--- config.mk ---
export PLATFORM = sky130hd
export DESIGN_NAME = keypad_scanner
export DESIGN_NICKNAME = d
export VERILOG_FILES = /design/src/rtl/keypad_scanner.sv
export SDC_FILE = /design/constraint.sdc
export NUM_CORES = 1
export LEC_CHECK = 0
export BUFFER_PORTS_ARGS = -buffer_cell sky130_fd_sc_hd__buf_2
export CAP_MARGIN = 20
export CORE_MARGIN = 2
export CORE_UTILIZATION = 57
export DETAILED_ROUTE_END_ITERATION = 10
export GPL_TIMING_DRIVEN = 1
export PLACE_DENSITY_LB_ADDON = 0.15
export SYNTH_ARGS = -nofsm -noshare
export SYNTH_HDL_FRONTEND = slang
export SYNTH_SLANG_ARGS = --single-unit
export TNS_END_PERCENT = 20
--- constraint.sdc ---
create_clock -name clk -period 2.9 [get_ports clk]
set_input_delay 0.58 -clock clk [delete_from_list [all_inputs] [get_ports clk]]
set_output_delay 0.58 -clock clk [all_outputs]
set_load 0.01 [all_outputs]
--- src/rtl/keypad_scanner.sv ---
// keypad_scanner
//   Scans a 4x4 active-low matrix keypad one row at a time. It returns one debounced 4-bit
//   key code per press, together with a single-cycle strobe, so the counter/seven-segment
//   path can consume key values directly. Contact bounce is filtered on both press and
//   release. While a key is held, every other key is ignored.
//
// Parameters
//   SCAN_DIV      clk cycles spent on each row (one tick per row period), >= 4
//   DEBOUNCE_CNT  consecutive matching ticks needed to accept a press or a release, >= 1
//
// Ports
//   clk          system clock, rising edge
//   rst_a        asynchronous reset, active-high
//   cols         keypad columns, active-low, asynchronous to clk
//   rows         keypad row drive, active-low one-hot
//   key_code     last accepted key = {row index, column index}
//   key_valid    one-cycle pulse when a debounced press is accepted
//   key_pressed  high from acceptance until a debounced release

module keypad_scanner #(
   parameter int SCAN_DIV     = 1000,
   parameter int DEBOUNCE_CNT = 10
) (
   input  logic       clk,
   input  logic       rst_a,
   input  logic [3:0] cols,
   output logic [3:0] rows,
   output logic [3:0] key_code,
   output logic       key_valid,
   output logic       key_pressed
);

   localparam int TimerW = $clog2(SCAN_DIV);
   localparam int CntW   = $clog2(DEBOUNCE_CNT + 1);
   localparam logic [TimerW-1:0] TimerMax = TimerW'(SCAN_DIV - 1);
   localparam logic [CntW-1:0]   CntMax   = CntW'(DEBOUNCE_CNT);

   typedef enum logic [1:0] {
      SCAN,
      DEBOUNCE,
      HELD
   } state_t;

   state_t            state_q, state_d;
   logic [3:0]        colsMeta_q, colsSync_q;
   logic [TimerW-1:0] timer_q;
   logic [1:0]        rowIdx_q, rowIdx_d;
   logic [1:0]        candCol_q, candCol_d;
   logic [CntW-1:0]   cnt_q, cnt_d;
   logic [3:0]        keyCode_q, keyCode_d;
   logic              keyValid_q, keyValid_d;
   logic              keyPressed_q, keyPressed_d;

   logic              tick;
   logic              anyLow;
   logic              candLow;
   logic [1:0]        pickCol;
   logic [CntW-1:0]   cntInc;
   logic              cntHit;

   // The columns are asynchronous keypad contacts. They pass through two flops before any
   // logic looks at them. They are only sampled on a tick, which is far later than the
   // two-cycle delay, so the synchronized value has always settled for the current row.
   always_ff @(posedge clk or posedge rst_a) begin
      if (rst_a) begin
         colsMeta_q <= 4'b0000;
         colsSync_q <= 4'b0000;
      end else begin
         colsMeta_q <= cols;
         colsSync_q <= colsMeta_q;
      end
   end

   // The row timer runs freely in every state. Its last count marks the tick on which all
   // scanning and debounce decisions are taken.
   always_ff @(posedge clk or posedge rst_a) begin
      if (rst_a) begin
         timer_q <= '0;
      end else if (tick) begin
         timer_q <= '0;
      end else begin
         timer_q <= timer_q + TimerW'(1);
      end
   end

   assign tick    = (timer_q == TimerMax);
   assign anyLow  = ~&colsSync_q;
   assign candLow = ~colsSync_q[candCol_q];
   assign cntInc  = (cnt_q == CntMax) ? cnt_q : cnt_q + CntW'(1);
   assign cntHit  = (cntInc == CntMax);

   // When several keys in the scanned row are down, the lowest column wins and the others
   // are ignored. This keeps a multi-key press deterministic.
   always_comb begin
      pickCol = 2'd3;
      if (!colsSync_q[0]) begin
         pickCol = 2'd0;
      end else if (!colsSync_q[1]) begin
         pickCol = 2'd1;
      end else if (!colsSync_q[2]) begin
         pickCol = 2'd2;
      end
   end

   // State register for the scan/debounce FSM and everything it owns. Each of these
   // registers changes only through the next-state logic below.
   always_ff @(posedge clk or posedge rst_a) begin
      if (rst_a) begin
         state_q      <= SCAN;
         rowIdx_q     <= 2'd0;
         candCol_q    <= 2'd0;
         cnt_q        <= '0;
         keyCode_q    <= 4'd0;
         keyValid_q   <= 1'b0;
         keyPressed_q <= 1'b0;
      end else begin
         state_q      <= state_d;
         rowIdx_q     <= rowIdx_d;
         candCol_q    <= candCol_d;
         cnt_q        <= cnt_d;
         keyCode_q    <= keyCode_d;
         keyValid_q   <= keyValid_d;
         keyPressed_q <= keyPressed_d;
      end
   end

   // Next-state logic. Every decision waits for a tick. The row index only moves while
   // scanning, so the row stays on the candidate key during debounce and hold. A failed
   // debounce returns to scanning and rotation resumes from the candidate row on the
   // following tick. key_valid defaults low, so an acceptance gives exactly one pulse.
   always_comb begin
      state_d      = state_q;
      rowIdx_d     = rowIdx_q;
      candCol_d    = candCol_q;
      cnt_d        = cnt_q;
      keyCode_d    = keyCode_q;
      keyValid_d   = 1'b0;
      keyPressed_d = keyPressed_q;
      if (tick) begin
         case (state_q)
            SCAN: begin
               if (anyLow) begin
                  candCol_d = pickCol;
                  cnt_d     = '0;
                  state_d   = DEBOUNCE;
               end else begin
                  rowIdx_d = rowIdx_q + 2'd1;
               end
            end
            DEBOUNCE: begin
               if (candLow) begin
                  if (cntHit) begin
                     keyCode_d    = {rowIdx_q, candCol_q};
                     keyValid_d   = 1'b1;
                     keyPressed_d = 1'b1;
                     cnt_d        = '0;
                     state_d      = HELD;
                  end else begin
                     cnt_d = cntInc;
                  end
               end else begin
                  cnt_d   = '0;
                  state_d = SCAN;
               end
            end
            HELD: begin
               if (!candLow) begin
                  if (cntHit) begin
                     keyPressed_d = 1'b0;
                     cnt_d        = '0;
                     state_d      = SCAN;
                  end else begin
                     cnt_d = cntInc;
                  end
               end else begin
                  cnt_d = '0;
               end
            end
            default: begin
               state_d = SCAN;
            end
         endcase
      end
   end

   assign rows        = ~(4'b0001 << rowIdx_q);
   assign key_code    = keyCode_q;
   assign key_valid   = keyValid_q;
   assign key_pressed = keyPressed_q;

endmodule

==> qor.json <==
{
  "logic_synthesis": {
    "netlist_top_cells_area": "sky130_fd_sc_hd__dfrtp_1 51%, sky130_fd_sc_hd__ha_1 7.6%, sky130_fd_sc_hd__o21ai_0 3.9%",
    "yosysMostFrequentCell": "sky130_fd_sc_hd__dfrtp_1",
    "average_instance_area_after_synthesis_sq_um": 10.73,
    "synthesis.yosys.warnings": 0,
    "synth.ff_latch_count": 34,
    "synth_enable_flop_cells": 0,
    "post-synth-top-area-fraction_pct": 51.48,
    "synthArstFlopShare_pct": 100.0,
    "synthesis.area_sq_um": 1653,
    "synthDistinctLibCells": 41,
    "synth-seq-area-share_pct": 51.48,
    "synth_top_cell_by_area": "sky130_fd_sc_hd__dfrtp_1",
    "synth_fp_nets": 170,
    "synth_top_flop_cell": "sky130_fd_sc_hd__dfrtp_1",
    "netlist_instances": 154,
    "synth_commonest_cells": "34 x sky130_fd_sc_hd__dfrtp_1, 15 x sky130_fd_sc_hd__nand2_1, 13 x sky130_fd_sc_hd__o21ai_0"
  },
  "sta": {
    "worst_slew_pin_slew_ns": 0.4593,
    "post-route-period-util_pct": 82.76,
    "timing.max_slew.rel_slack_pct": 69.06,
    "final_critical_path_setup_slack_ns": 0.4998,
    "setup-violations-final": 0,
    "hold_viol": 0,
    "setup_repair_after_global_routing_missed_its_margin": "false",
    "report.final.slew_viol_count": 0,
    "finalClockSkew_ns": 0.005272,
    "post-route-min-period_ns": 2.400,
    "achievable-frequency_mhz": 416.6,
    "timing.setup.tns_ns": 0
  },
  "power": {
    "power.share.sequential_pct": 57.5,
    "power.clock.fraction_pct": 40.2,
    "total_switching_power_uw": 172.6,
    "post-layout-total-power_uw": 840.2,
    "internal_power_uw": 667.7,
    "cellLeakagePower_uw": 0.0008195,
    "power-per-cell-area_nw_per_um2": 452.2,
    "vdd.ir_drop.worst_v": 0.0003443,
    "swShare_pct": 20.54,
    "comb_power_share_pct": 2.3
  },
  "global_route": {
    "grt_max_degree": 35,
    "antenna_violations_before_repair": 0,
    "all_layer_gr_usage_pct": 21.08,
    "grt_first_pass_wirelength_um": 5319,
    "vias_in_the_first_global_route": 1247,
    "grt-ovfl-total": 0
  },
  "critical_path": {
    "timing.critical_path.mode_cell": "sky130_fd_sc_hd__a211oi_1",
    "timing.reg2reg.worst_path_depth": 7,
    "worstPathRequired_ns": 3.12,
    "path_cells": "inv_1 -> ha_1 -> a211oi_1 -> a211oi_1 -> a2111o_1 -> or3_4 -> mux2_4",
    "worstSetupEndpointType": "flop",
    "critical-path-max-stage-delay_ns": 0.47,
    "cp_max_fo": 11,
    "timing.critical_path.from_type": "flop",
    "critical-path-slowest-cell": "sky130_fd_sc_hd__or3_4",
    "critical_path_arrival_ns": 2.62,
    "setup.worst_path.class": "reg2reg",
    "rr_endpoint": "key_code[0]",
    "worst_r2r_startpoint": "cnt_q[0]",
    "worst-r2r-setup-slack_ns": 0.50
  },
  "cells_and_area": {
    "final_area_sq_um": 1858,
    "final_util_pct": 67.38,
    "finalNetCount": 192,
    "area_growth_syn_to_layout_pct": 12.41,
    "proportion_of_layout_cells_with_a_drive_suffix_above_1_pct": 19.21,
    "antenna_cells": 0
  },
  "placement": {
    "gp_routability_congestion": 0.8636,
    "dpl_cell_area_sq_um": 1779,
    "detailedPlace.worstSlack_ns": 0.4992,
    "detailedPlacementHpwl_um": 2216,
    "io_buffers": 15
  },
  "cts": {
    "cts_tree": "yes",
    "cts_setup_buffers": 0,
    "clock_insertion_delay_worst_skew_ns": 0.32,
    "clock_tree.buffer_depth": 2,
    "h-tree-depth": 2,
    "hold_buffers": 0,
    "cts-resized-gates": 0,
    "clk_root_buffer_cell": "sky130_fd_sc_hd__clkbuf_4",
    "clock_transition_at_the_registers_of_the_reported_paths_ns": 0.10,
    "total_number_of_clock_tree_sinks": 34,
    "cts_made_buffers": 5
  },
  "routing": {
    "detailedRoute.firstPassIterationCount": 4,
    "routed_wire_length_per_instance_um": 14.26,
    "antenna_left": 0,
    "wl_um": 2966,
    "detail_route.drc_violations": 0,
    "viasPerCell": 5.702,
    "drt-initial-drc-count": 41,
    "num_vias": 1186
  },
  "flow_run": {
    "cap_viol_max_count": 0
  },
  "die": {
    "ios": 16,
    "rows": 19,
    "fp.dieH_um": 57.85,
    "design.die.area_sq_um": 3347,
    "starting_density_of_the_core_pct": 59.94,
    "die-width_um": 57.85,
    "floorplan.core_area_sq_um": 2758
  },
  "run_status": {
    "status": "complete, no violations"
  },
  "worst_hold_path": {
    "worst_hold_path_type": "in2async"
  }
}
[power by group through the flow]
stage / clock [uW] / combinational, uW / sequential, uW
after global placement: 0 / 19.1 / 492
after CTS: 347 / 20.1 / 483
final: 338 / 19.2 / 483
after global routing: 364 / 22.4 / 484
after detailed placement: 0 / 20.3 / 493
after floorplan: 0 / 12.3 / 491
[layer usage]
metal	GRT usage (%)	wire, um	vias up
met1	25.90	1357	572
met2	36.04	1464	19
met3	6.250	110	4
li1	-	-	591
met5	0	0	-
met4	6.312	34	0
[cell families after synthesis]
logic type	count (synthesis)	synth area share (%)
buf+inv	14	3.254
compound gates	37	15.06
simple gates	47	14.31
mux	6	5.148
xor+xnor	6	3.180
flops	34	51.48
fa+ha+maj	10	7.570
[final cells by class]
type | instances | area (sq um)
clock buffer | 6 | 41.29
clock inverter | 2 | 37.54
fill | 215 | 899.6
inverter | 12 | 45.04
multi-input combinational | 106 | 754.5
sequential | 34 | 850.8
tap | 31 | 38.79
timing repair buffer | 17 | 90.09
[worst max path at each step]
stage | start | to | depth (start not counted)
3_3_place_gp | cnt_q[0] | key_code[0] | 7
5_1_grt | cnt_q[0] | key_code[0] | 7
4_1_cts | cnt_q[0] | key_code[0] | 7
2_1_floorplan | cnt_q[0] | state_q[0] | 8
6_report | cnt_q[0] | key_code[0] | 7
3_5_place_dp | cnt_q[0] | key_code[0] | 7
[state kept, by name (all words and copies together), names as in the netlist]
name         cells
colsMeta_q       4
colsSync_q       4
key_code         4
candCol_q        2
state_q          2
timer_q         10
cnt_q            4
key_valid        1
rowIdx_q         2
key_pressed      1
[critical path: cells and delay by family (launching register included)]
kind	cells	cell delay (ns)
compound gates	3	0.76
fa+ha+maj	1	0.23
buf+inv	1	0.09
flops	1	0.43
mux	1	0.31
simple gates	1	0.47
[cell usage in the layout, fill, tap and decap left out, drive strengths merged, types with 3 or more instances in the layout]
cell type and n:
clkbuf 6, buf 17, o21ai 14, nand3 7, nor2 6, mux2 4
dfrtp 34, nand2 15, a21oi 3, nand2b 5, xnor2 3, xor2 3
ha 10, a31oi 5, or3 4, inv 12
[metrics by stage]
stage	std cells	hold WS [ns]
5_1_grt	208	0.3284
3_5_place_dp	200	0.3379
4_1_cts	208	0.3287
3_3_place_gp	200	0.3312
2_1_floorplan	154	0.3312
6_report	208	0.3197
No activity file was read; power rests on OpenSTA's default activity.
